===== src/rtl/seq_mult.sv =====
// Sequential radix-2 shift-add unsigned multiplier with start/busy/done handshake.
// Optional build macro SEQ_MULT_EARLY_EXIT_EN ends a run once no multiplicand bits remain.
module seq_mult #(
    parameter int A_W = 14,
    parameter int B_W = 32
) (
    input  logic                 clk,
    input  logic                 rstn,
    input  logic                 start,
    input  logic [A_W-1:0]       multiplicand,
    input  logic [B_W-1:0]       multiplier,
    output logic                 busy,
    output logic                 done,
    output logic [A_W+B_W-1:0]   product
);

    localparam int P_W   = A_W + B_W;
    localparam int CNT_W = $clog2(A_W) + 1;

    typedef enum logic [1:0] {
        ST_IDLE = 2'd0,
        ST_RUN  = 2'd1,
        ST_DONE = 2'd2
    } state_t;

    state_t             r_state;
    logic [A_W-1:0]     r_a_sh;
    logic [P_W-1:0]     r_b_sh;
    logic [P_W-1:0]     r_acc;
    logic [CNT_W-1:0]   r_cnt;
    logic               r_busy;
    logic               r_done;
    logic [P_W-1:0]     r_product;

    logic [P_W-1:0]     w_addend;
    logic [P_W-1:0]     w_acc_next;
    logic               w_last;

    assign busy    = r_busy;
    assign done    = r_done;
    assign product = r_product;

    // Partial-product add for the current multiplicand bit and end-of-run detection
    always_comb begin
        w_addend   = '0;
        w_last     = 1'b0;
        if (r_a_sh[0]) begin
            w_addend = r_b_sh;
        end else begin
            w_addend = '0;
        end
        w_acc_next = r_acc + w_addend;
        if (r_cnt == CNT_W'(A_W - 1)) begin
            w_last = 1'b1;
        end else begin
            w_last = 1'b0;
        end
`ifdef SEQ_MULT_EARLY_EXIT_EN
        // Nothing left to add once the remaining multiplicand bits are all clear
        if (r_a_sh[A_W-1:1] == '0) begin
            w_last = 1'b1;
        end else begin
            w_last = w_last;
        end
`endif
    end

    // Control FSM, datapath registers and registered Moore outputs
    always_ff @(posedge clk or negedge rstn) begin
        if (!rstn) begin
            r_state   <= ST_IDLE;
            r_a_sh    <= '0;
            r_b_sh    <= '0;
            r_acc     <= '0;
            r_cnt     <= '0;
            r_busy    <= 1'b0;
            r_done    <= 1'b0;
            r_product <= '0;
        end else begin
            case (r_state)
                ST_IDLE, ST_DONE: begin
                    if (start) begin
                        r_a_sh  <= multiplicand;
                        r_b_sh  <= {{A_W{1'b0}}, multiplier};
                        r_acc   <= '0;
                        r_cnt   <= '0;
                        r_state <= ST_RUN;
                        r_busy  <= 1'b1;
                        r_done  <= 1'b0;
                    end else begin
                        r_state <= ST_IDLE;
                        r_busy  <= 1'b0;
                        r_done  <= 1'b0;
                    end
                end
                ST_RUN: begin
                    r_acc  <= w_acc_next;
                    r_a_sh <= r_a_sh >> 1;
                    r_b_sh <= r_b_sh << 1;
                    r_cnt  <= r_cnt + CNT_W'(1);
                    if (w_last) begin
                        r_product <= w_acc_next;
                        r_state   <= ST_DONE;
                        r_busy    <= 1'b0;
                        r_done    <= 1'b1;
                    end else begin
                        r_state   <= ST_RUN;
                        r_busy    <= 1'b1;
                        r_done    <= 1'b0;
                    end
                end
                default: begin
                    r_state <= ST_IDLE;
                    r_busy  <= 1'b0;
                    r_done  <= 1'b0;
                end
            endcase
        end
    end

endmodule

===== config.mk =====
export PLATFORM = sky130hd
export DESIGN_NAME = seq_mult
export DESIGN_NICKNAME = d
export VERILOG_FILES = /design/src/rtl/seq_mult.sv
export SDC_FILE = /design/constraint.sdc
export NUM_CORES = 1
export LEC_CHECK = 0
export CAP_MARGIN = 20
export CORE_ASPECT_RATIO = 1.2
export CORE_MARGIN = 3
export CORE_UTILIZATION = 55
export CTS_CLUSTER_DIAMETER = 120
export DETAILED_ROUTE_END_ITERATION = 16
export PLACE_DENSITY = 0.84
export SLEW_MARGIN = 20
export SYNTH_ARGS = -nofsm -noshare
export SYNTH_HDL_FRONTEND = slang
export SYNTH_SLANG_ARGS = --single-unit

===== constraint.sdc =====
create_clock -name clk -period 7 [get_ports clk]
set_input_delay 0.7 -clock clk [delete_from_list [all_inputs] [get_ports clk]]
set_output_delay 0.7 -clock clk [all_outputs]
set_load 0.01 [all_outputs]

### Word-level counts from Yosys, hierarchy flattened

Index checks and enable logic that the tools add are counted.

| cells by class | value |
|---|---|
| eq/ne operators | 4 |
| muxes and demuxes | 18 |
| reduce and logical (&&, ||, !) cells | 5 |
| $add $sub $neg | 2 |

Operator list:

| kind | number |
|---|---|
| case mux 46 bit (2 select lines) | 2 |
| two-way mux 46 bit | 3 |
| adder 46 bit | 1 |
| case mux 14 bit (2 select lines) | 1 |
| two-way mux 14 bit | 1 |
| case mux 5 bit (2 select lines) | 1 |
| two-way mux 1 bit | 6 |
| adder 5 x 1 -> 5 bit (second input constant) | 1 |
| equality test 5 x 4 -> 1 bit (second input constant) | 1 |
| two-way mux 5 bit | 1 |
| case mux 2 bit (2 select lines) | 1 |
| AND reduction 2 bit | 2 |
| equality test 2 x 1 -> 1 bit (second input constant) | 1 |
| equality test 2 bit (second input constant) | 1 |
| logical NOT 2 bit | 1 |
| two-way mux 2 bit | 1 |
| inequality test 2 bit (second input constant) | 1 |
| case mux 1 bit (2 select lines) | 1 |
| nonzero test 2 bit | 1 |
| OR reduction 2 bit | 1 |

| storage, ports and cells | value |
|---|---|
| register bits | 161 |
| output and inout bits | 48 |
| bits of input ports | 49 |
| logic and storage cells | 37 |

### Longest topological paths before layout

| logic depth | value |
|---|---|
| depth in word-level cells | 4 |
| mapped depth | 15 |
| gate-level depth less buffers | 13 |

### Worst setup path before layout

Ideal clock, no wire load.

| path | value |
|---|---|
| path type | flip-flop to flip-flop |
| start point | register r_a_sh[0] |
| end point | register r_product[42] (netlist: product[42]) |
| library setup time | 125 ps |
| data arrival time | 3220 ps |
| period minus slack after synthesis | 3345 ps |
| cell stages (with the launch flop) | 16 |
| slack | 3655 ps |
| path buffers | 2 |
| required time | 6875 ps |
| cells stage by stage | dfrtp_1 > clkbuf_1 > clkbuf_1 > and2_1 > ha_1 > inv_1 > fa_1 > and2b_1 > o2111ai_1 > a21oi_2 > o2111ai_1 > a21oi_2 > o2111ai_2 > o311ai_1 > xor2_1 > mux2_2 |

| on the way | value |
|---|---|
| longest elaborated chain between the ends | 2 |

RTL lines:

| what | line | RTL |
|---|---|---|
| from (decl) | 27 | `logic [A_W-1:0] r_a_sh;` |
| from (signal assigned) | 83 | `r_a_sh <= multiplicand;` |
| from (signal assigned) | 98 | `r_a_sh <= r_a_sh >> 1;` |
| two-way mux 46 bit | 47 | `if (r_a_sh[0]) begin` |
| adder 46 bit | 52 | `w_acc_next = r_acc + w_addend;` |
| to (signal assigned) | 102 | `r_product <= w_acc_next;` |
| to (decl) | 33 | `logic [P_W-1:0] r_product;` |

Every way passes these cells.
A chain may end at the register's enable or synchronous reset.

### Final worst setup path

Ends and elaborated chain as after synthesis.

==> results.toml <==
[sta]
fmax_mhz = 264.3
setup_viol = 0
grt_setup_unrepaired = "no"
finalHoldViolations = 0
setup_tns_ns = 0
worst_slew_pin_slew_ns = 0.9097
skew_ns = 0.007042
period_minus_slack_ns = 3.783
drv_slew = 0
max_slew_margin_pct = 39.35
finalCritPeriodShare_pct = 54.04

[setup_path]
slowest_delay_ns = 0.78
arrival_ns = 4.10
crit_chain = "and2_1 > ha_1 > inv_1 > fa_1 > and2b_1 > o2111ai_1 > a21oi_2 > o2111ai_1 > a21oi_2 > o2111ai_2 > o311ai_1 > xor2_1 > mux2_2"
end_kind = "flop"
cp.required_ns = 7.31
crit_family = "compound AO/OA/AOI/OAI gates"
crit_buf_inv = 1
critical-path-slowest-cell = "dfrtp_2"
crit_fanout = 47
start_kind = "flop"
crit_type = "flop to flop"

[floorplan]
initial_utilization_pct = 56.74
io_pins = 97
die_w_um = 122.7
die-area_mm2 = 0.01790
std_cell_rows = 50
core_mm2 = 0.01583
die_y_um = 146.0

[clock_tree]
clock-sinks = 159
post_cts_resized = 0
postCtsSetupBuffers = 0
ctsHtreeMaxLevel = 4
numCtsBuffers = 17
clockRootBuffer = "clkbuf_16"
cts.clk_slew.worst_paths_ns = 0.06
cts_max_path_buffers = 2
insertion_delay_ns = 0.43
ctsHoldBuffers = 0
tritoncts = "done"

[final_layout]
diodes = 0
final_nets = 1119
n_fill_cell = 1257
ff_latch_area_mm2 = 0.003980
fin_cells = 1243
syn_to_final_growth_pct = 18.25
layout-drive-gt1-share_pct = 7.343
multi_input_comb_area_mm2 = 0.004757

[global_routing]
grt_max_degree = 98
grt_pass1_wl_um = 37560
grt_usage_pct = 26.08
gr-total-overflow = 0
antenna_found_initial = 0
grt_pass1_vias = 7527

[pwr]
peakVddDrop_v = 0.0002178
p_leak_nw = 5.035
power_mw = 5.320
power.density_mw_per_mm2 = 500.9

[detailed_routing]
drt.antenna.violating_nets = 0
firstDrtPassIters = 6
dr_total_vias = 7390
detail_route.wl_per_cell_um = 17.74
dr.first_iter.drc_count = 567
drc = 0
routed_via_density = 5.945
finalWirelength_um = 22050

[synthesis]
synth_top_area_share_pct = 44.30
synth_seq_cells = 159
ys_top_cells_by_area = "dfrtp_1 44%, nand2_1 8.9%, ha_1 6.5%, a22o_1 5.6%, a22oi_1 3.8%"
synthArstFlopShare_pct = 100.0
synth_top_cell_by_area = "dfrtp_1"
synth_area_mm2 = 0.008981
syn_nets = 1059
yosysSeqAreaShare_pct = 44.30
synth_edf_count = 0
yosysUniqueCellTypes = 66
ys.flop_type = "dfrtp_1"
syn_avg_cell_area_um2 = 9.336
ys_warn_count = 0
syn_inst = 962

[run]
maxCapViolCount = 0

[hold_path]
hold_path_class = "primary input to asynchronous set/reset pin"

[placed_design]
place_inst = 1211
place_hpwl_um = 15600
placement.io_buffers = 96
gp_congestion = 0.9163

[run_status]
status = "complete, no violations"
-- metrics by stage --
stage / setup slack (ns) / hold slack [ns] / cell area (um^2) / utilization (%)
finish: 3.217 / 0.3510 / 10620 / 67.10
global route: 2.811 / 0.4191 / 10620 / 67.10
floorplan: 3.655 / 0.4044 / 8981 / -
detailed placement: 2.862 / 0.4617 / 10040 / 63.42
global placement: 3.001 / 0.4583 / 10040 / 63.42
CTS: 2.828 / 0.3888 / 10620 / 67.09
-- per-layer routing --
metal,track usage (%),vias to the layer above,wire (um)
met4,8.515,0,471
met5,0,-,0
met3,4.977,36,856
li1,-,3534,-
met1,34.30,3636,9598
met2,43.30,184,11120
-- worst reg2reg max path: stages (launching register included) --
cell and delay, ns:
dfrtp_2 0.78, and2_1 0.23, ha_1 0.17, inv_1 0.06, fa_1 0.39, and2b_1 0.23, o2111ai_1 0.15, a21oi_2 0.25
o2111ai_1 0.17, a21oi_2 0.22, o2111ai_2 0.22, o311ai_1 0.39, xor2_1 0.13, mux2_2 0.28
-- layout make-up --
class	count	area share [%]
tap	208	2.451
sequential	159	37.48
multi-input combinational	733	44.79
clock buffer	19	4.171
inverter	9	0.3181
timing repair buffer	102	9.484
clock inverter	13	1.308
-- power breakdown --
part / leakage, nW / internal [mW] / switching (mW)
logic: 2.79 / 1.22 / 1.49
clock network: 0.272 / 0.534 / 0.386
registers: 1.97 / 1.36 / 0.336
total: 5.03 / 3.11 / 2.21
-- sequential cells by signal (all words and copies together), names as in the netlist --
| name | count |
|---|---|
| r_cnt | 5 |
| done | 1 |
| product | 46 |
| r_a_sh | 14 |
| r_state | 1 |
| r_b_sh | 46 |
| r_acc | 46 |
-- synth_stat cells, drive strengths merged, types with 3 or more instances --
master,count
mux2,18
xnor2,24
ha,47
a22oi,45
dfrtp,159
o21bai,8
nor2,34
clkbuf,53
buf,8
nand4,21
a22o,58
a21oi,50
nor3,5
o21a,5
o2111ai,4
nor2b,9
and2,47
nand2b,7
nand2,212
xor2,20
a21o,22
nand3,13
o21ai,41
o211ai,4
a31oi,3
inv,9
-- path summary, 6_finish.rpt --
check / from / endpoint / slack, ns / depth (start not counted)
max reg2reg: r_a_sh[0] / product[42] / 3.22 / 13
min in group clk: product[27] / product[27] / 0.47 / 2
min reg2reg: product[27] / product[27] / 0.47 / 2
max: r_a_sh[0] / product[42] / 3.22 / 13
max in group asynchronous: rstn / r_a_sh[0] / 5.27 / 2
min: rstn / product[25] / 0.35 / 1
-- logic make-up after synthesis --
kind of cell | after synthesis | synth area share, %
flip-flops | 159 | 44.30
multiplexers | 19 | 2.410
XOR/XNOR | 44 | 4.291
AND/OR/NAND/NOR | 364 | 18.45
AO/OA/AOI/OAI | 258 | 20.80
buffers and inverters | 70 | 2.981
adder cells (fa/ha/maj) | 48 | 6.771
-- cell usage in the layout, fill, tap and decap left out, types with 3 or more instances in the layout --
| master | synthesis | layout |
|---|---|---|
| xor2_1 | 20 | 20 |
| dfrtp_1 | 159 | 158 |
| clkinv_2 | 0 | 3 |
| mux2_2 | 17 | 17 |
| a21o_1 | 21 | 21 |
| nand4_1 | 21 | 21 |
| o21a_1 | 5 | 5 |
| nor3_1 | 5 | 5 |
| clkdlybuf4s50_1 | 0 | 95 |
| o2111ai_1 | 3 | 3 |
| a22o_1 | 57 | 57 |
| nand2b_1 | 7 | 7 |
| nand3_1 | 13 | 13 |
| nor2b_1 | 9 | 7 |
| a21oi_2 | 3 | 3 |
| o21bai_1 | 8 | 8 |
| clkinvlp_4 | 0 | 5 |
| ha_1 | 47 | 47 |
| o21ai_0 | 36 | 36 |
| nand2_1 | 212 | 212 |
| o21ai_1 | 5 | 5 |
| buf_4 | 0 | 6 |
| a31oi_1 | 3 | 3 |
| a21oi_1 | 47 | 47 |
| clkbuf_16 | 0 | 17 |
| inv_1 | 8 | 8 |
| and2_1 | 46 | 46 |
| o211ai_1 | 3 | 3 |
| xnor2_1 | 24 | 24 |
| a22oi_1 | 45 | 45 |
| nor2_1 | 34 | 33 |
Note: power is estimated with default switching activity, not from simulation.
